--- config.mk ---
export PLATFORM = sky130hd
export DESIGN_NAME = mux_rr_arbiter
export DESIGN_NICKNAME = d
export VERILOG_FILES = /design/src/rtl/mux_rr_arbiter.sv
export SDC_FILE = /design/constraint.sdc
export NUM_CORES = 1
export LEC_CHECK = 0
export ABC_AREA = 1
export CAP_MARGIN = 20
export CORE_MARGIN = 3
export CORE_UTILIZATION = 45
export CTS_CLUSTER_DIAMETER = 40
export DETAILED_ROUTE_END_ITERATION = 16
export GPL_ROUTABILITY_DRIVEN = 0
export GPL_TIMING_DRIVEN = 0
export HOLD_SLACK_MARGIN = 0.03
export PLACE_DENSITY = 0.9
export SLEW_MARGIN = 20
export SYNTH_ARGS = -nofsm -noshare
export SYNTH_HDL_FRONTEND = slang
export SYNTH_SLANG_ARGS = --single-unit
--- constraint.sdc ---
create_clock -name clk -period 2.65 [get_ports clk]
set_input_delay 0.265 -clock clk [delete_from_list [all_inputs] [get_ports clk]]
set_output_delay 0.265 -clock clk [all_outputs]
set_load 0.1 [all_outputs]
--- src/rtl/mux_rr_arbiter.sv ---
// Two-requester round-robin arbiter driving a registered 2:1 data mux, with a
// per-owner burst limit. Define MUX_RR_ARBITER_STATS_EN to add per-side transfer counters.
module mux_rr_arbiter #(
  parameter int WIDTH    = 8,
  parameter int HOLD_MAX = 4
) (
  input  logic             clk,
  input  logic             reset_n,
  input  logic             req_a,
  input  logic             req_b,
  input  logic [WIDTH-1:0] a,
  input  logic [WIDTH-1:0] b,
  output logic             gnt_a,
  output logic             gnt_b,
  output logic             select,
  output logic [WIDTH-1:0] s,
  output logic             s_valid
`ifdef MUX_RR_ARBITER_STATS_EN
  ,
  output logic [7:0]       cnt_a,
  output logic [7:0]       cnt_b
`endif
);

  typedef enum logic [1:0] {
    IDLE  = 2'b00,
    OWN_A = 2'b01,
    OWN_B = 2'b10
  } state_t;

  localparam logic [3:0] HOLD = 4'(HOLD_MAX);

  state_t           state, state_nxt;
  logic             last;        // 0 = A owned most recently, 1 = B
  logic [3:0]       burst;
  logic [3:0]       burst_inc;
  logic             xfer_a, xfer_b, xfer;
  logic             hold_hit;
  logic             enter_own;
  logic [WIDTH-1:0] mux_data;

  assign xfer_a    = (state == OWN_A) && req_a;
  assign xfer_b    = (state == OWN_B) && req_b;
  assign xfer      = xfer_a || xfer_b;
  assign burst_inc = (burst >= HOLD) ? HOLD : burst + 4'd1;
  // The transfer that brings the burst to HOLD_MAX is the owner's last one if the other side waits.
  assign hold_hit  = xfer && (burst_inc == HOLD);
  assign enter_own = (state_nxt != state) && (state_nxt != IDLE);

  // State register.
  // NOTE: sequential state uses non-blocking assignments so every flop samples pre-edge values.
  always_ff @(posedge clk or negedge reset_n) begin
    if (!reset_n) state <= IDLE;
    else          state <= state_nxt;
  end

  // Next-state logic.
  // NOTE: the default assignment at the top keeps this combinational block latch-free.
  always_comb begin
    state_nxt = state;
    unique case (state)
      IDLE: begin
        if (req_a && req_b) state_nxt = last ? OWN_A : OWN_B;
        else if (req_a)     state_nxt = OWN_A;
        else if (req_b)     state_nxt = OWN_B;
      end
      OWN_A: begin
        if (!req_a)                 state_nxt = req_b ? OWN_B : IDLE;
        else if (req_b && hold_hit) state_nxt = OWN_B;
      end
      OWN_B: begin
        if (!req_b)                 state_nxt = req_a ? OWN_A : IDLE;
        else if (req_a && hold_hit) state_nxt = OWN_A;
      end
      default: state_nxt = IDLE;
    endcase
  end

  // Outputs decoded straight from the state register, so they stay glitch-free.
  always_comb begin
    gnt_a  = (state == OWN_A);
    gnt_b  = (state == OWN_B);
    select = gnt_b;
  end

  assign mux_data = (a & ~{WIDTH{select}}) | (b & {WIDTH{select}});

  // Burst counter and round-robin pointer; both restart on each new ownership.
  always_ff @(posedge clk or negedge reset_n) begin
    if (!reset_n) begin
      burst <= 4'd0;
      last  <= 1'b1;
    end else if (enter_own) begin
      burst <= 4'd0;
      last  <= (state_nxt == OWN_B);
    end else if (xfer) begin
      burst <= burst_inc;
    end
  end

  // Output data register: loads only on a transfer, otherwise holds.
  always_ff @(posedge clk or negedge reset_n) begin
    if (!reset_n) begin
      s       <= '0;
      s_valid <= 1'b0;
    end else begin
      s_valid <= xfer;
      if (xfer) s <= mux_data;
    end
  end

`ifdef MUX_RR_ARBITER_STATS_EN
  always_ff @(posedge clk or negedge reset_n) begin
    if (!reset_n) begin
      cnt_a <= 8'd0;
      cnt_b <= 8'd0;
    end else begin
      if (xfer_a && (cnt_a != 8'hFF)) cnt_a <= cnt_a + 8'd1;
      if (xfer_b && (cnt_b != 8'hFF)) cnt_b <= cnt_b + 8'd1;
    end
  end
`endif

endmodule

==> reports/results.txt, run 1 <==
The run finished with clean final reports. The simple-gate portion of the synthesized area is 0.327. After detailed routing, the number of vias per cell comes to 4.94. The count of final max-slew check failures is 0. The tools report the capture point of the worst reg-to-reg path as burst[0]. In this run the count of I/O pins placed on the die edge is 32. The logs give 0 for the number of antenna violations at the first check in global routing and 0 for the number of max-cap violations. The logs give 119 for the number of fill cells in the layout and 0.00251 ns for the setup clock skew after layout. The die is 48.8 microns wide. Timing would allow up to 418 MHz.

The final layout contains 161 nets. The startpoint identified for the worst register-to-register timing path is burst[0]. The routed layout has 806 vias. After synthesis, the largest family of logic cells by area is simple AND/OR/NAND/NOR gates. In the final layout, the multi-input gates occupy 365 sq um. Setup repair after global routing left no endpoint under its margin. Count of unresolved DRC violations after routing: 0.

In this run, the number of DRC markers left after iteration 0 of detailed routing was 10. The tree built by TritonCTS fans out to 16 sinks. The number of I/O port buffers was 31; the critical path buffer and inverter count was 4. The critical path's top delay family was buffers and inverters.

The vertical extent of the die was 48.8 microns; the count of inserted antenna diode cells was 0. The setup path with the least slack is of type flop to output port. The area growth from synthesis to layout was 45.9%; the global-route usage over all layers was 0.183. The arrival time at the worst endpoint is 2.13 ns, and the area of the die is 0.00238 sq mm.

Largest incremental delay on the critical path: 0.85 ns. The synthesized design contains 16 register bits. TritonCTS built the clock tree. The region available for standard cell placement spans 0.00161 sq mm. In this run the register-to-register setup slack is 0.98 ns. The number of buffers on the longest clock path was 2; the net count of the mapped netlist was 125.

After clock tree synthesis, the clock-pin slew on the worst setup and hold paths is 0.09 ns. Walking the worst path, the cells encountered are inv_2 -> nor2_1 -> buf_4 -> buf_4 -> dlygate4sd2_1. Clock tree synthesis selected as its root buffer the cell clkbuf_4. In the final layout, flip-flops and latches occupy 402 sq um. For the proportion of synthesized chip area in sequential cells, the log shows 0.488. Among the stages of the critical path, the cell type that occurs most often is buf_4. The pin count of the biggest net entering global routing was 17. The startpoint type of the worst setup path is a flop. The total routed wirelength is 1940 microns, and the share of cells above drive strength 1 is 0.122. Each instance of the synthesized netlist takes up on average 7.92 sq um. Data on the critical path is required at its endpoint by 2.38 ns. The xor and xnor area share after synthesis works out to 0. Counting buffers and inverters, the worst setup path is 5 cells deep. The library cells used most frequently in the layout, excluding fill and tap cells, are nand2_1, clkdlybuf4s50_1, nor2_1.

The worst path in the final design needs a cycle of 2.39 ns, including I/O delays and setup. The number of endpoints failing setup at the final stage is 0. Initial standard-cell utilization of the core: 0.511. The run gives 1 as the number of H-tree branching levels. The worst max-slew margin expressed relative to the limit was 0.341; the total negative slack was 0 ns. The count of endpoints failing hold in the final timing report was 0.

In this run the core area contains 14 standard-cell rows. TritonCTS created 3 clock buffers. STA classifies the critical path endpoint as an output port. The post-route fraction of the period consumed by the critical path was 0.904; the routed length per instance was 11.9 microns. For the number of global-route vias before repair, the log shows 811. The critical path's slowest cell is dlygate4sd2_1.

For the pin with the worst max-slew slack, the measured transition is 0.985 ns. Maximum fanout along the worst path: 11. The fraction of the mapped netlist area in compound gates was 0.102.

The detailed placer's ending HPWL was 1470 microns; the number of distinct standard cells referenced by the synthesized netlist was 22. The adder-cell share of the synthesized area was 0.0152. The min-delay analysis places its worst path in the category primary input to async pin.

The first global-routing pass estimated 3390 microns of wire. Yosys printed 0 warnings. The clock insertion delay at the later pin of the skew report was 0.29 ns.

Summed over all layers, the global routing overflow is 0. The first-pass detailed-route iteration total came out at 4. For the number of routed nets with antenna violations, the log shows 0. The worst reg-to-reg path cell count is 8, and the number of cells produced by synthesis is 104. The multiplexer share of the synthesized area was 0. For the netlist area before placement, the log shows 823 sq um.
[through the flow]
step,setup WS [ns],util,hold slack [ns],std cells,instance area (sq um)
6_report,0.255,0.745,0.390,163,1200
5_1_grt,0.157,0.745,0.442,163,1200
4_1_cts,0.0692,0.744,0.402,163,1200
3_5_place_dp,0.295,0.722,0.481,159,1160
3_3_place_gp,0.322,0.722,0.461,159,1160
2_1_floorplan,0.654,-,-0.0306,104,823
[Yosys cell counts, drive strengths merged]
| library cell | n | share of area |
|---|---|---|
| nand2 | 31 | 0.15 |
| nor2 | 17 | 0.081 |
| dfrtp | 15 | 0.46 |
| inv | 9 | 0.041 |
| a31oi | 8 | 0.061 |
| nand3 | 7 | 0.055 |
| a21oi | 3 | 0.023 |
| o21ai | 3 | 0.018 |
| buf | 2 | 0.018 |
| clkbuf | 2 | 0.0091 |
| nand4 | 2 | 0.023 |
| nor3 | 2 | 0.012 |
| dfstp | 1 | 0.032 |
| ha | 1 | 0.015 |
| nor3b | 1 | 0.0091 |
[how the worst max path moves through the flow]
| stage | from | end | slack (ns) |
|---|---|---|---|
| after floorplan | state[0] | gnt_a | 0.65 |
| after global placement | state[1] | select | 0.32 |
| after detailed placement | state[1] | select | 0.30 |
| after CTS | state[1] | gnt_b | 0.07 |
| after global routing | state[1] | select | 0.16 |
| final | state[1] | select | 0.26 |
[timing repair]
action                     in CTS  in global routing
hold endpoints to repair        0                  0
hold buffers                    0                  0
setup endpoints to repair       1                  1
cloned                          0                  0
setup buffers                   0                  0
resized for setup               1                  1
[kinds of logic (layout without fill, tap and decap cells)]
group | count (synthesis) | count (layout)
simple gates | 60 | 60
flops | 16 | 16
compound gates | 14 | 14
buf+inv | 13 | 48
fa+ha+maj | 1 | 1
[sequential cells by signal, indices dropped and copies added, names as in the netlist]
register,count
s_valid,1
burst,4
last,1
s,8
state,2
[layout make-up]
type | count | area share
Sequential cell | 16 | 0.334
Multi-Input combinational cell | 75 | 0.304
Timing Repair Buffer | 31 | 0.259
Clock buffer | 4 | 0.0302
Inverter | 9 | 0.0281
Tap cell | 24 | 0.0250
Buffer | 4 | 0.0188
[per-layer routing]
layer	vias up	track usage	share of wire
met5	-	0	0
met4	0	0.0569	0.013
met3	2	0.0795	0.11
met2	33	0.317	0.45
met1	364	0.202	0.42
li1	407	-	-
Power of run 1 is not shown: default switching activity piles up to over one toggle a cycle in this logic, so the estimate is an artifact.
==> run 2: changes to the inputs <==
CORE_UTILIZATION = 47   (was 45)
CTS_BUF_LIST = sky130_fd_sc_hd__clkbuf_2   (was unset)
PLACE_DENSITY = 0.93   (was 0.9)
==> run 2 against run 1 <==
Maximum frequency shrank 0.36%. Flip-flop and latch count is the same. Clock-buffer cell count is the same. Sequential share of layout area grew 0.75 points. Worst setup slack lost 0.0087 ns. Non-clock buffer count is the same.
==> reports/results.txt, run 2 (same netlist as run 1, synthesis figures left out) <==
The arrival time at the worst endpoint came out at 2.14 ns. The post-route fraction of the period consumed by the critical path was 0.907; the vertical extent of the die was 47.9 microns. For the setup clock skew after layout, the log shows 0.00336 ns.

The number of hold buffers added after CTS was 0. The tools report the floorplan row count as 14. The cell that appears most often on the critical path is buf_4. After detailed placement, the total cell area comes to 0.00115 sq mm. The largest registers in the layout are s: 8 flops, burst: 4 flops, state: 2 flops. The pin count of the biggest net entering global routing is 17, and the post-layout minimum cycle time is 2.40 ns. The pre-antenna-repair detailed-routing pass consisted of 4 iterations. TritonCTS built the clock tree. The slew at the pin with the worst max-slew slack is 0.983 ns, and the CTS clock-pin slew for the worst setup and hold paths is 0.13 ns. The clock net sink count is 16, and the number of routed nets with antenna violations is 0. The total area inside the core boundary comes to 0.00158 sq mm. The initial standard-cell utilization of the core was 0.522. Adding up every negative setup slack in the final design gives 0 ns. For this run, the post-layout net count is 161. In the layout the commonest cells are nand2_1, clkdlybuf4s50_1, nor2_1.

The iteration-0 DRC count of the detailed router came out at 16. The critical path's slowest cell is dlygate4sd2_1. Die outline width: 47.9 microns. Clock tree synthesis inserted a total of 3 buffers.

STA classifies the critical path startpoint as a flop. The floorplan step defined a die boundary enclosing 0.00229 sq mm. Summing all non-filler instances in the final layout gives an area of 0.00117 sq mm. The number of antenna violations at the first check in global routing was 0. The worst hold path class is primary input to async pin. The largest incremental delay on the critical path was 0.84 ns; the count of endpoints failing hold in the final timing report was 0. The maximum clock frequency came out at 416 MHz.

Setup repair after global routing left no endpoint under its margin. In the routed design, unresolved DRC markers number 0. The worst max-slew margin expressed relative to the limit is 0.343, and the detailed placer's ending HPWL is 1560 microns.

The number of vias per cell came out at 5.35. The repair_antennas step left the layout with diodes totalling 0. The number of global-route vias before repair came out at 799. The post-layout utilization of the core is 0.745. The share of cells above drive strength 1 was 0.122. The tree is rooted in a clkbuf_2.

The run gives 2 as the number of buffers on the longest clock path. The worst path required time is 2.38 ns. The maximum fanout along the worst path is 11, and the routed length per instance is 12.3 microns. The global-route usage over all layers is 0.205.

Top-level port count: 32. Across the run, the number of max-cap violations was 0. The final layout contains routed wiring with a total length of 1910 microns. The clock insertion delay at the later pin of the skew report was 0.27 ns. The run gives 1 as the number of H-tree branching levels. The worst setup path is captured at an output port.

The number of flip-flops under the largest register name works out to 8. The remaining global-route overflow is 0. The critical path in this run is classified as flop to output port. The register with the most flip-flops in the final layout is s. From synthesis to final layout, the design area changed by 42.7%.

The count of buffers added on input and output ports is 31. The count of final max-slew check failures is 0. The flow ran to the end, and the final reports show no timing, DRC or antenna violations. The first global-routing pass estimated 3170 microns of wire. Setup violations remaining at the end of the flow were counted as 0. The signal on the critical path passes through inv_2 -> nor2_1 -> buf_4 -> buf_4 -> dlygate4sd2_1. The routed layout has 829 vias.
[run 2: cell types whose count changed in the layout (fill, tap and decap cells not counted)]
cell | before | now
clkbuf_2 | 0 | 4
clkbuf_4 | 3 | 0
clkbuf_8 | 1 | 0
[run 2: cell type report]
cell class,count,area [sq um]
flip-flops and latches,16,402
fillers,124,402
inverters,9,33.8
plain buffers,4,22.5
multi-input cells,75,365
clock buffers,4,20.0
repair buffers,31,312
well taps,16,20.0
[run 2: stage by stage]
stage	std cells	setup slack [ns]	hold WS [ns]
final	155	0.247	0.382
after global routing	155	0.127	0.423
after CTS	155	0.0410	0.388
after detailed placement	151	0.294	0.492
after global placement	151	0.325	0.459
after floorplan	104	0.654	-0.0306
[run 2: worst max-delay path, delay by kind of cell, from the launching register on]
family / cells / cell delay (ns)
buffers and inverters: 4 / 1.26
DFF: 1 / 0.45
and+or+nand+nor: 1 / 0.16
[run 2: final timing paths]
kind | cells after the start | from | to | slack [ns]
max in group asynchronous | 1 | reset_n | state[1] | 1.85
worst max register to register | 8 | burst[0] | burst[1] | 0.96
worst min register to register | 2 | last | last | 0.51
worst max-delay path | 5 | state[1] | select | 0.25
min in group clk | 2 | last | last | 0.51
worst min-delay path | 1 | reset_n | s[2] | 0.38
[run 2: metal layers]
| layer | up-vias | global-route usage | wire length, microns |
|---|---|---|---|
| met4 | 0 | 0.118 | 10 |
| met1 | 391 | 0.217 | 799 |
| met5 | - | 0 | 0 |
| met3 | 2 | 0.0639 | 143 |
| li1 | 410 | - | - |
| met2 | 26 | 0.354 | 951 |
[run 2: timing repair]
action                                  CTS  global route
pin swaps                                 0             0
resized for setup                         1             1
endpoints found under the setup margin    1             1
setup buffers                             0             0
gates cloned                              0             0
Power of run 2 is left out for the same reason.
